<file path="config.mk">
export PLATFORM = sky130hd
export DESIGN_NAME = dma_priority_resolver
export DESIGN_NICKNAME = d
export VERILOG_FILES = /design/src/rtl/dma_priority_resolver.sv
export SDC_FILE = /design/constraint.sdc
export NUM_CORES = 1
export LEC_CHECK = 0
export CAP_MARGIN = 20
export CORE_MARGIN = 1
export CORE_UTILIZATION = 41
export CTS_BUF_LIST = sky130_fd_sc_hd__clkbuf_2
export DETAILED_ROUTE_END_ITERATION = 16
export PLACE_DENSITY = 0.71
export REMOVE_ABC_BUFFERS = 1
export SYNTH_ARGS = -nofsm -noshare
export SYNTH_HDL_FRONTEND = slang
export SYNTH_SLANG_ARGS = --single-unit
</file>
<file path="constraint.sdc">
create_clock -name CLK -period 3.25 [get_ports CLK]
set_input_delay 0.975 -clock CLK [delete_from_list [all_inputs] [get_ports CLK]]
set_output_delay 0.975 -clock CLK [all_outputs]
set_load 0.005 [all_outputs]
</file>
<file path="src/rtl/dma_priority_resolver.sv">
// N-channel DMA request qualifier, fixed/rotating priority arbiter and HRQ/HLDA grant sequencer.
// Optional software request register is built only when DMA_SWREQ_EN is defined.
module dma_priority_resolver #(
  parameter  int NUM_CH = 4,
  localparam int CH_W   = $clog2(NUM_CH)
) (
  input  logic              CLK,
  input  logic              RESET,
  input  logic [NUM_CH-1:0] DREQ,
  input  logic [NUM_CH-1:0] mask,
  input  logic              dreq_active_low,
  input  logic              dack_active_high,
  input  logic              rotate_en,
  input  logic              ctrl_disable,
  input  logic              hlda,
  input  logic              xfer_done,
  input  logic              sw_req_wr,
  input  logic [CH_W-1:0]   sw_req_ch,
  input  logic              sw_req_val,
  output logic              hrq,
  output logic [NUM_CH-1:0] VALID_DREQ,
  output logic              validDACK,
  output logic [NUM_CH-1:0] DACK,
  output logic [CH_W-1:0]   active_ch
);

  typedef enum logic [1:0] {IDLE, REQ, GRANT} state_t;

  state_t              state;
  logic [NUM_CH-1:0]   eff;
  logic [NUM_CH-1:0]   req_q;
  logic [NUM_CH-1:0]   sw_req;
  logic [NUM_CH-1:0]   grant_nxt;
  logic [CH_W-1:0]     prio_ptr;
  logic [CH_W-1:0]     ptr_rot;
  logic [CH_W-1:0]     win_ch;
  logic [CH_W-1:0]     scan_ch;
  logic                win_vld;
  logic                served;

  function automatic logic [CH_W-1:0] wrap_add(input logic [CH_W-1:0] base, input int k);
    int s;
    s = int'(base) + k;
    if (s >= NUM_CH) s = s - NUM_CH;
    return CH_W'(s);
  endfunction

  for (genvar i = 0; i < NUM_CH; i++) begin : g_ch
    assign eff[i] = (((DREQ[i] ^ dreq_active_low) & ~mask[i]) | sw_req[i]) & ~ctrl_disable;
  end

  // Served channel drops to lowest priority after a completed transfer.
  assign served  = (state == GRANT) && xfer_done;
  assign ptr_rot = (active_ch == CH_W'(NUM_CH - 1)) ? '0 : active_ch + CH_W'(1);

`ifdef DMA_SWREQ_EN
  always_ff @(posedge CLK) begin
    if (!RESET) begin
      sw_req <= '0;
    end else begin
      if (served) sw_req[active_ch] <= 1'b0;
      // Later assignment lets a same-cycle write beat the auto-clear.
      if (sw_req_wr && ({1'b0, sw_req_ch} < (CH_W + 1)'(NUM_CH)))
        sw_req[sw_req_ch] <= sw_req_val;
    end
  end
`else
  assign sw_req = '0;
  wire unused_sw = ^{sw_req_wr, sw_req_ch, sw_req_val};
`endif

  always_comb begin
    win_ch  = '0;
    win_vld = 1'b0;
    scan_ch = '0;
    for (int k = 0; k < NUM_CH; k++) begin
      scan_ch = wrap_add(prio_ptr, k);
      if (!win_vld && req_q[scan_ch]) begin
        win_vld = 1'b1;
        win_ch  = scan_ch;
      end
    end
  end

  always_comb begin
    grant_nxt = '0;
    case (state)
      REQ:     if (win_vld && hlda) grant_nxt[win_ch] = 1'b1;
      GRANT:   if (!xfer_done && hlda) grant_nxt = VALID_DREQ;
      default: grant_nxt = '0;
    endcase
  end

  always_ff @(posedge CLK) begin
    if (!RESET) begin
      state      <= IDLE;
      hrq        <= 1'b0;
      VALID_DREQ <= '0;
      validDACK  <= 1'b0;
      active_ch  <= '0;
      prio_ptr   <= '0;
      req_q      <= '0;
      DACK       <= {NUM_CH{~dack_active_high}};
    end else begin
      req_q      <= eff;
      VALID_DREQ <= grant_nxt;
      DACK       <= grant_nxt ^ {NUM_CH{~dack_active_high}};
      if (!rotate_en)  prio_ptr <= '0;
      else if (served) prio_ptr <= ptr_rot;
      case (state)
        IDLE: if (win_vld) begin
          state <= REQ;
          hrq   <= 1'b1;
        end
        REQ: if (!win_vld) begin
          state <= IDLE;
          hrq   <= 1'b0;
        end else if (hlda) begin
          state     <= GRANT;
          validDACK <= 1'b1;
          active_ch <= win_ch;
        end
        // Completion and HLDA abort share the drop; only completion rotates.
        GRANT: if (xfer_done || !hlda) begin
          state     <= IDLE;
          hrq       <= 1'b0;
          validDACK <= 1'b0;
          active_ch <= '0;
        end
        default: begin
          state <= IDLE;
          hrq   <= 1'b0;
        end
      endcase
    end
  end

endmodule
</file>
==> metrics.txt <==
first-pass GRT wire length between 3000 and 4000 um; routing usage on met2 31.3%; number of synthesized flops with an enable pin 0; pwr dens ~330 nW/um2; post-synth cell types 40; Worst Hold Class reg -> reg; vias in the first global route 875; sequential share of the synthesized area 36.8%; final setup vio count 0; CTS sink cnt 20; Non-Filler Instances 182; Critical Path RT 3480 ps; maximum VDD drop 0.000241 V; Final Cycle Share 73.7%; vias per std cell 5.37; arrival time at the worst endpoint around 2600 ps; maximum clock rate 418 MHz; mapped cell area 1090 um2; Initial Util 43.5%; Fillers 235; Main synth FF type dfxtp_1; Die X-Extent ~54 um; DRC Markers 0; Ports 32; worst-case clock buffer depth 2; Hold Fails Final Rpt 0; Yosys reg bits 20; final wirelength 2220 um; Crit-path slowest cell clkdlybuf4s50_1; CTS buffer count 3; unrepaired setup endpoints after global routing no; worst stage delay on the critical path roughly 570 ps; num rows 18; CP Cell Sequence clkdlybuf4s50_1 > and3b_1 > nand2_1 > nand2_1 > o221ai_1 > a311oi_1; CTS hold repair buffers 0; Final Worst Setup Slack 856 ps; CTS H-tree lvls 1; Least-Margin Pin Slew 548 ps; Root Driver clkbuf_2; TritonCTS clock tree done; starting DRC count in detailed routing 13; YS warnings 0; largest delay contributor family on the critical path simple AND/OR/NAND/NOR gates; GR Overflow Total 0; post-layout net count between 150 and 200; port bufs 27; GRT Overall Usage 17.1%; Hold Worst Slack 485 ps; Slew Viols, Final 0; diode count 0; syn avg cell area between 8 and 9 um2; largest net degree at the start of global routing 12; pre-CTS setup slack 532 ps; status completed; Core Footprint 2500 um2; initial antenna violation count 0; vias roughly 980; met3 Use GR 6.32%; Post-DRT Antenna Nets 0; Worst setup EP type flop; Max Cap Violations 0; WP buf/inv 1; die area about 2900 um2; P_leak 0.491 nW; Syn-to-layout area delta 29.2%; Slew Limit Headroom ~63%; Worst-Skew Late Latency 310 ps; met1 Usage GRT roughly 18%; Final HPWL DP 1750 um; Async SR Flop Fraction 0%; setup TNS 0 ps; post-CTS resize count 0; setup bufs post-CTS 0; GR peak layer met2; WL/cell about 12 um; Pre-Repair DR Iteration Count 4; Post-Synthesis Cells 123; Crit path top cell by count nand2_1; crit-path max FO 11; Worst Skew approximately 1.8 ps; GP Congestion 0.752; Die Y 53.5 um; share of cells above drive strength 1 11.8%; Period minus WS final around 2400 ps; CTS clk-pin slew, worst paths 180 ps; DP Cell Count approximately 180; WS Path Type in -> reg; Worst setup SP type input pin
flip-flops by register name (all words and copies together) (netlist names):
signal and flops:
validDACK 1, hrq 1, prio_ptr 2, req_q 4
VALID_DREQ 4, state 2, active_ch 2, DACK 4
worst paths after layout:
path / startpoint / end / slack [ps] / cells past startpoint
worst max-delay path: hlda / DACK[1] / 860 / 6
worst max register to register: state[0] / DACK[1] / 1380 / 7
worst min-delay path: active_ch[1] / active_ch[1] / 490 / 2
worst min register to register: active_ch[1] / active_ch[1] / 490 / 2
cells in the mapped netlist (3+ instances only):
master     n  share of area, %
inv_1      4               1.4
nor2b_1    3               1.7
dfxtp_1   20                37
nand2_1   16               5.5
nor2_1     6               2.1
a21oi_1    9               4.1
nor3_1     8               3.7
o21ai_0    7               3.2
nand2b_1   3               1.7
ha_1       4               4.6
or3_1      3               1.7
xnor2_1    4               3.2
per-stage QoR:
step / utilization (%) / total power, mW / area, um2
2_1_floorplan: - / 0.318 / 1080
3_3_place_gp: 55.5 / 0.360 / 1390
3_5_place_dp: 55.5 / 0.362 / 1390
4_1_cts: 56.3 / 0.460 / 1410
5_1_grt: 56.3 / 0.483 / 1410
6_report: 56.3 / 0.457 / 1410
metal layers:
metal,vias up,share of wire [%]
li1,505,-
met1,439,44
met2,32,50
met3,2,5.4
met4,0,0.85
met5,-,0
tightest hold or removal path, stage by stage, from the launching register on:
cell	delay [ps]
dfxtp_1	360
nand2_1	60
a21boi_1	50
where the power goes:
part	internal (mW)	switching [mW]	total, mW
combinational	0.0534	0.0431	0.0965
sequential	0.255	0.00622	0.261
clock	0.0268	0.0732	0.0999
area by class of cell:
class                   count  area (um2)  share of cell area [%]
multi-input cells          97         664                    47.2
flip-flops and latches     20         400                    28.5
repair buffers             27         270                    19.2
well taps                  30        37.5                    2.67
clock buffers               3        15.0                    1.07
inverters                   4        15.0                    1.07
clock inverters             1        3.75                   0.267
cells by family after synthesis:
family	synth area share, %
and+or+nand+nor	26.0
DFF	36.8
AOI/OAI and AO/OA	26.3
adders and majority gates	4.60
xor gates and xnor gates	3.22
muxes	0.920
buffers and inverters	2.18
cells in the final DEF (no fill, tap or decap), types with 4 or more instances in the layout:
cell and instances:
xnor2_1 4, inv_1 4, a21oi_1 9, clkdlybuf4s50_1 27, nor2_1 6, ha_1 4, dfxtp_1 20, nand2_1 16
nor3_1 8, o21ai_0 7
No activity file was read; power rests on OpenSTA's default activity.
==> variant 1, RTL diff (same settings) <==
`NUM_CH`: 4 -> 8.
--- a/src/rtl/dma_priority_resolver.sv
+++ b/src/rtl/dma_priority_resolver.sv
@@ -1,7 +1,7 @@
 // N-channel DMA request qualifier, fixed/rotating priority arbiter and HRQ/HLDA grant sequencer.
 // Optional software request register is built only when DMA_SWREQ_EN is defined.
 module dma_priority_resolver #(
-  parameter  int NUM_CH = 4,
+  parameter  int NUM_CH = 8,
   localparam int CH_W   = $clog2(NUM_CH)
 ) (
   input  logic              CLK,
Ports: changed (6 resized); port bits go from 32 to 50. No check against the original RTL was run, so the function may have changed too.
==> variant 1 against the unedited design <==
- the run now ends with negative setup slack left
- largest cell class unchanged
- sequential cell count increased by 14
- highest routed layer unchanged
- global-route usage is 3.9 points higher
- cell count grew to 2.6 times the old value
- first-iteration DRC count rose to 15 times the old value
- routed wire length grew to 3.3 times the old value
- critical path type is now reg2reg
- power grew 140%
- area after synthesis grew 150%
- largest power group unchanged
- final area rose to 2.7 times the old value
- setup slack worse by 870 ps
- count of clock-buffer cells in the layout up 2
==> variant 1: results (changes against the unedited design) <==
status finished, violations left; failing checks negative setup slack; register area 683 sq um (+71%); highest-delay cell along the critical path or4_4; CTS Buf Count 5 (+2); met1 Track Usage GR 27.3% (+8.8 points); Post-CTS Setup Inserts 1 (+1); Final Skew 18.8 ps (+17.0 ps); CORE AREA 6390 sq um (+160%); post-DP HPWL 5220 um (+200%); Crit Path Category reg2reg; ranking of synthesized cells by area dfxtp_1 25%, mux4_2 7.5%, mux2_2 5.4%, a21oi_1 4.8%, nand2_1 4.6%; setup TNS -10.5 ps (-10.5 ps); r2r worst-path depth 11 (+4); non-clock buffer count 95 (+250%); Final Wtd Congestion 0.870 (+16%); Final WS setup -10.5 ps (-867 ps); Inverters 10 (+6); cell count after synthesis 321 (+160%); largest net degree at the start of global routing 28 (+16); r2r endpoint DACK[5]; DP Cell Count 468 (+160%); Fillers 573 (+140%); Vias 2850 (+190%); Setup violations, final 1 (+1); WL met3 452 um (+280%); Clk Latency, worst-skew pair 380 ps (+70 ps); Min-Delay Endpoint hrq; final wirelength 7290 um (+230%); Multi-Input Combinational 256 (+160%); DR vias/cell 5.95 (+11%); leakage dissipation 1.39 nW (+180%); routed length on met2 3510 um (+220%); Port-buffer cells 44 (+63%); DP Worst Slack -151 ps (-684 ps); global-route wire length before repair 12100 um (+240%); layout cell share with drive strength beyond 1 30.3% (+19 points); CP Max Fanout 6 (-5); reg2reg start prio_ptr[1]; sequential cell count 34 (+70%); slowest stage delay, CP 540 ps (-30 ps); actual slew at the worst max-slew pin 469 ps (-78.9 ps); Clock buf/inv share 1.57% (+0.23 points); Max IR drop VDD 0.216 mV (-10%); HP Start hrq; top cells by count, synth 34 x dfxtp_1, 33 x nand2_1, 26 x a21oi_1, 24 x nor3_1, 19 x nor2_1; Placed Area 3520 sq um (+150%); PostCTS Resize Cnt 10 (+10); grt met2 use 34.0% (+2.7 points); biggest regs DACK: 8 flops, VALID_DREQ: 8 flops, req_q: 8 flops; worst hold slack 511 ps (+25.1 ps); vias in the first global route 2725 (+210%); Yosys cell types 58 (+45%)
## variant 1: cell count changes after synthesis, sizes merged, moves of 8 or more
cell	delta
mux4	+9
nor2	+13
dfxtp	+14
clkbuf	+9
o221ai	+8
mux2	+13
mux2i	+10
buf	+10
nand2	+16
a21oi	+15
nor3	+17
## variant 1: power by group
part	switching, mW	total (mW)	leakage (nW)	internal (mW)
Sequential	0.0173	0.458	0.278	0.441
Combinational	0.180	0.385	1.07	0.204
Clock	0.142	0.266	0.0365	0.124
## variant 1: kinds of logic (layout without fill, tap and decap cells)
| logic type | after synthesis | after routing | synth area share [%] |
|---|---|---|---|
| simple gates | 122 | 122 | 24.1 |
| mux | 33 | 33 | 16.9 |
| xor+xnor | 13 | 13 | 4.19 |
| fa+ha+maj | 7 | 7 | 3.23 |
| compound gates | 81 | 81 | 21.4 |
| flops | 34 | 34 | 25.1 |
| buf+inv | 31 | 112 | 5.12 |
==> variant 2, RTL diff (config.mk and constraints unchanged) <==
Without the edit above. The 3 states of `state_t` get a one-hot encoding in 3 bits.
--- a/src/rtl/dma_priority_resolver.sv
+++ b/src/rtl/dma_priority_resolver.sv
@@ -24,7 +24,7 @@
   output logic [CH_W-1:0]   active_ch
 );
 
-  typedef enum logic [1:0] {IDLE, REQ, GRANT} state_t;
+  typedef enum logic [2:0] {IDLE = 3'b001, REQ = 3'b010, GRANT = 3'b100} state_t;
 
   state_t              state;
   logic [NUM_CH-1:0]   eff;
Check against the original RTL: no difference found for any inputs over 10 cycles, from zero or initial values and one cycle with RESET low; not proved beyond that.
==> variant 2 against the unedited design <==
- power rose by 2.9%
- final area is 5.8% higher
- sequential power rose by 5%
- clock skew up 22 ps
- cell count grew 2.7%
- area after synthesis grew 8.3%
- setup slack gained 9.8 ps
- first-iteration DRC count grew 15%
- worst hold slack better by 28 ps
- synthesized cell count increased by 6.5%
- die area rose by 8.0%
- routed wire length is 14% higher
- sequential cell count is 1 higher
- largest power group unchanged
==> variant 2: results (changes against the unedited design) <==
worst hold slack 513 ps (+28.0 ps); reg2reg start state[1]; Final Wtd Congestion 0.736 (-2.1%); global-route wire length before repair 4490 um (+28%); non-filler instance count after layout 187 (+2.7%); r2r endpoint DACK[0]; DP Worst Slack 533 ps (+0.161 ps); crit path DAT 2570 ps (-60 ps); post-DP HPWL 1950 um (+11%); Yosys cell types 46 (+15%); leakage dissipation 0.492 nW (+0.11%); layout cell share with drive strength beyond 1 10.9% (-0.94 points); register area share after synthesis 35.7% (-1.1 points); largest family of logic cells by synthesized area simple AND/OR/NAND/NOR gates; routed len/inst 13.6 um (+11%); CP Max Fanout 6 (-5); top cells by count, synth 21 x dfxtp_1, 10 x nand2_1, 9 x nor2_1, 9 x nor3_1, 8 x a21oi_1; Placed Area 1470 sq um (+5.6%); Post-Synth Adder-Cell Area 1.06% (-3.5 points); Synth Area in Compound Gates 16.0% (-10 points); HP Start validDACK; initial DRC count 15 (+2); xor/xnor cell area share of the yosys netlist 3.72% (+0.50 points); Min-Delay Endpoint validDACK; reg-to-reg setup timing slack 1320 ps (-60 ps); Final Skew 23.7 ps (+21.9 ps); status finished clean; syn avg cell area 9.00 sq um (+1.7%); GRT Util Overall 17.8% (+0.73 points); clock-pin slew of the registers on the worst-case setup and hold paths 220 ps (+40 ps); actual slew at the worst max-slew pin 741 ps (+193 ps); vias in the first global route 1074 (+23%); DR vias/cell 5.76 (+7.2%); CTS Buf Count 3 (unchanged); Max IR drop VDD 0.218 mV (-9.5%)
[variant 2: layer usage]
metal / GRT usage, % / routed length [um] / up-vias
li1: - / - / 533
met1: 21.8 / 1160 / 508
met2: 31.0 / 1240 / 34
met3: 2.56 / 122 / 2
met4: 7.50 / 10 / 0
met5: 0 / 0 / -
[variant 2: how the worst max path moves through the flow]
stage | startpoint | to | slack [ps] | cells after the start
2_1_floorplan | RESET | DACK[1] | 1250 | 4
3_3_place_gp | hlda | DACK[2] | 560 | 5
3_5_place_dp | hlda | DACK[1] | 530 | 4
4_1_cts | hlda | DACK[1] | 910 | 4
5_1_grt | hlda | DACK[1] | 750 | 4
6_report | hlda | DACK[0] | 870 | 6
[variant 2: layout make-up]
class | count | area, sq um
clock inverter | 1 | 7.51
fill | 270 | 1250
multi-input combinational | 103 | 728
clock buffer | 3 | 15.0
sequential | 21 | 420
timing repair buffer | 28 | 278
tap | 31 | 38.8
[variant 2: logic make-up (layout without fill, tap and decap cells)]
group / Yosys count / after routing
flops: 21 / 21
buf+inv: 7 / 32
compound gates: 27 / 27
mux: 2 / 2
simple gates: 68 / 68
xor+xnor: 5 / 5
fa+ha+maj: 1 / 1
[variant 2: where the power goes]
part           switching, mW  total, mW  internal [mW]
logic                 0.0381     0.0874         0.0493
clock network         0.0807      0.109         0.0287
registers            0.00811      0.274          0.266
[variant 2: worst max-delay path, stage by stage]
cell	delay [ps]
clkdlybuf4s50_1	560
nand2b_1	180
nor3b_2	400
nand3_1	130
o221ai_1	250
a311oi_2	80
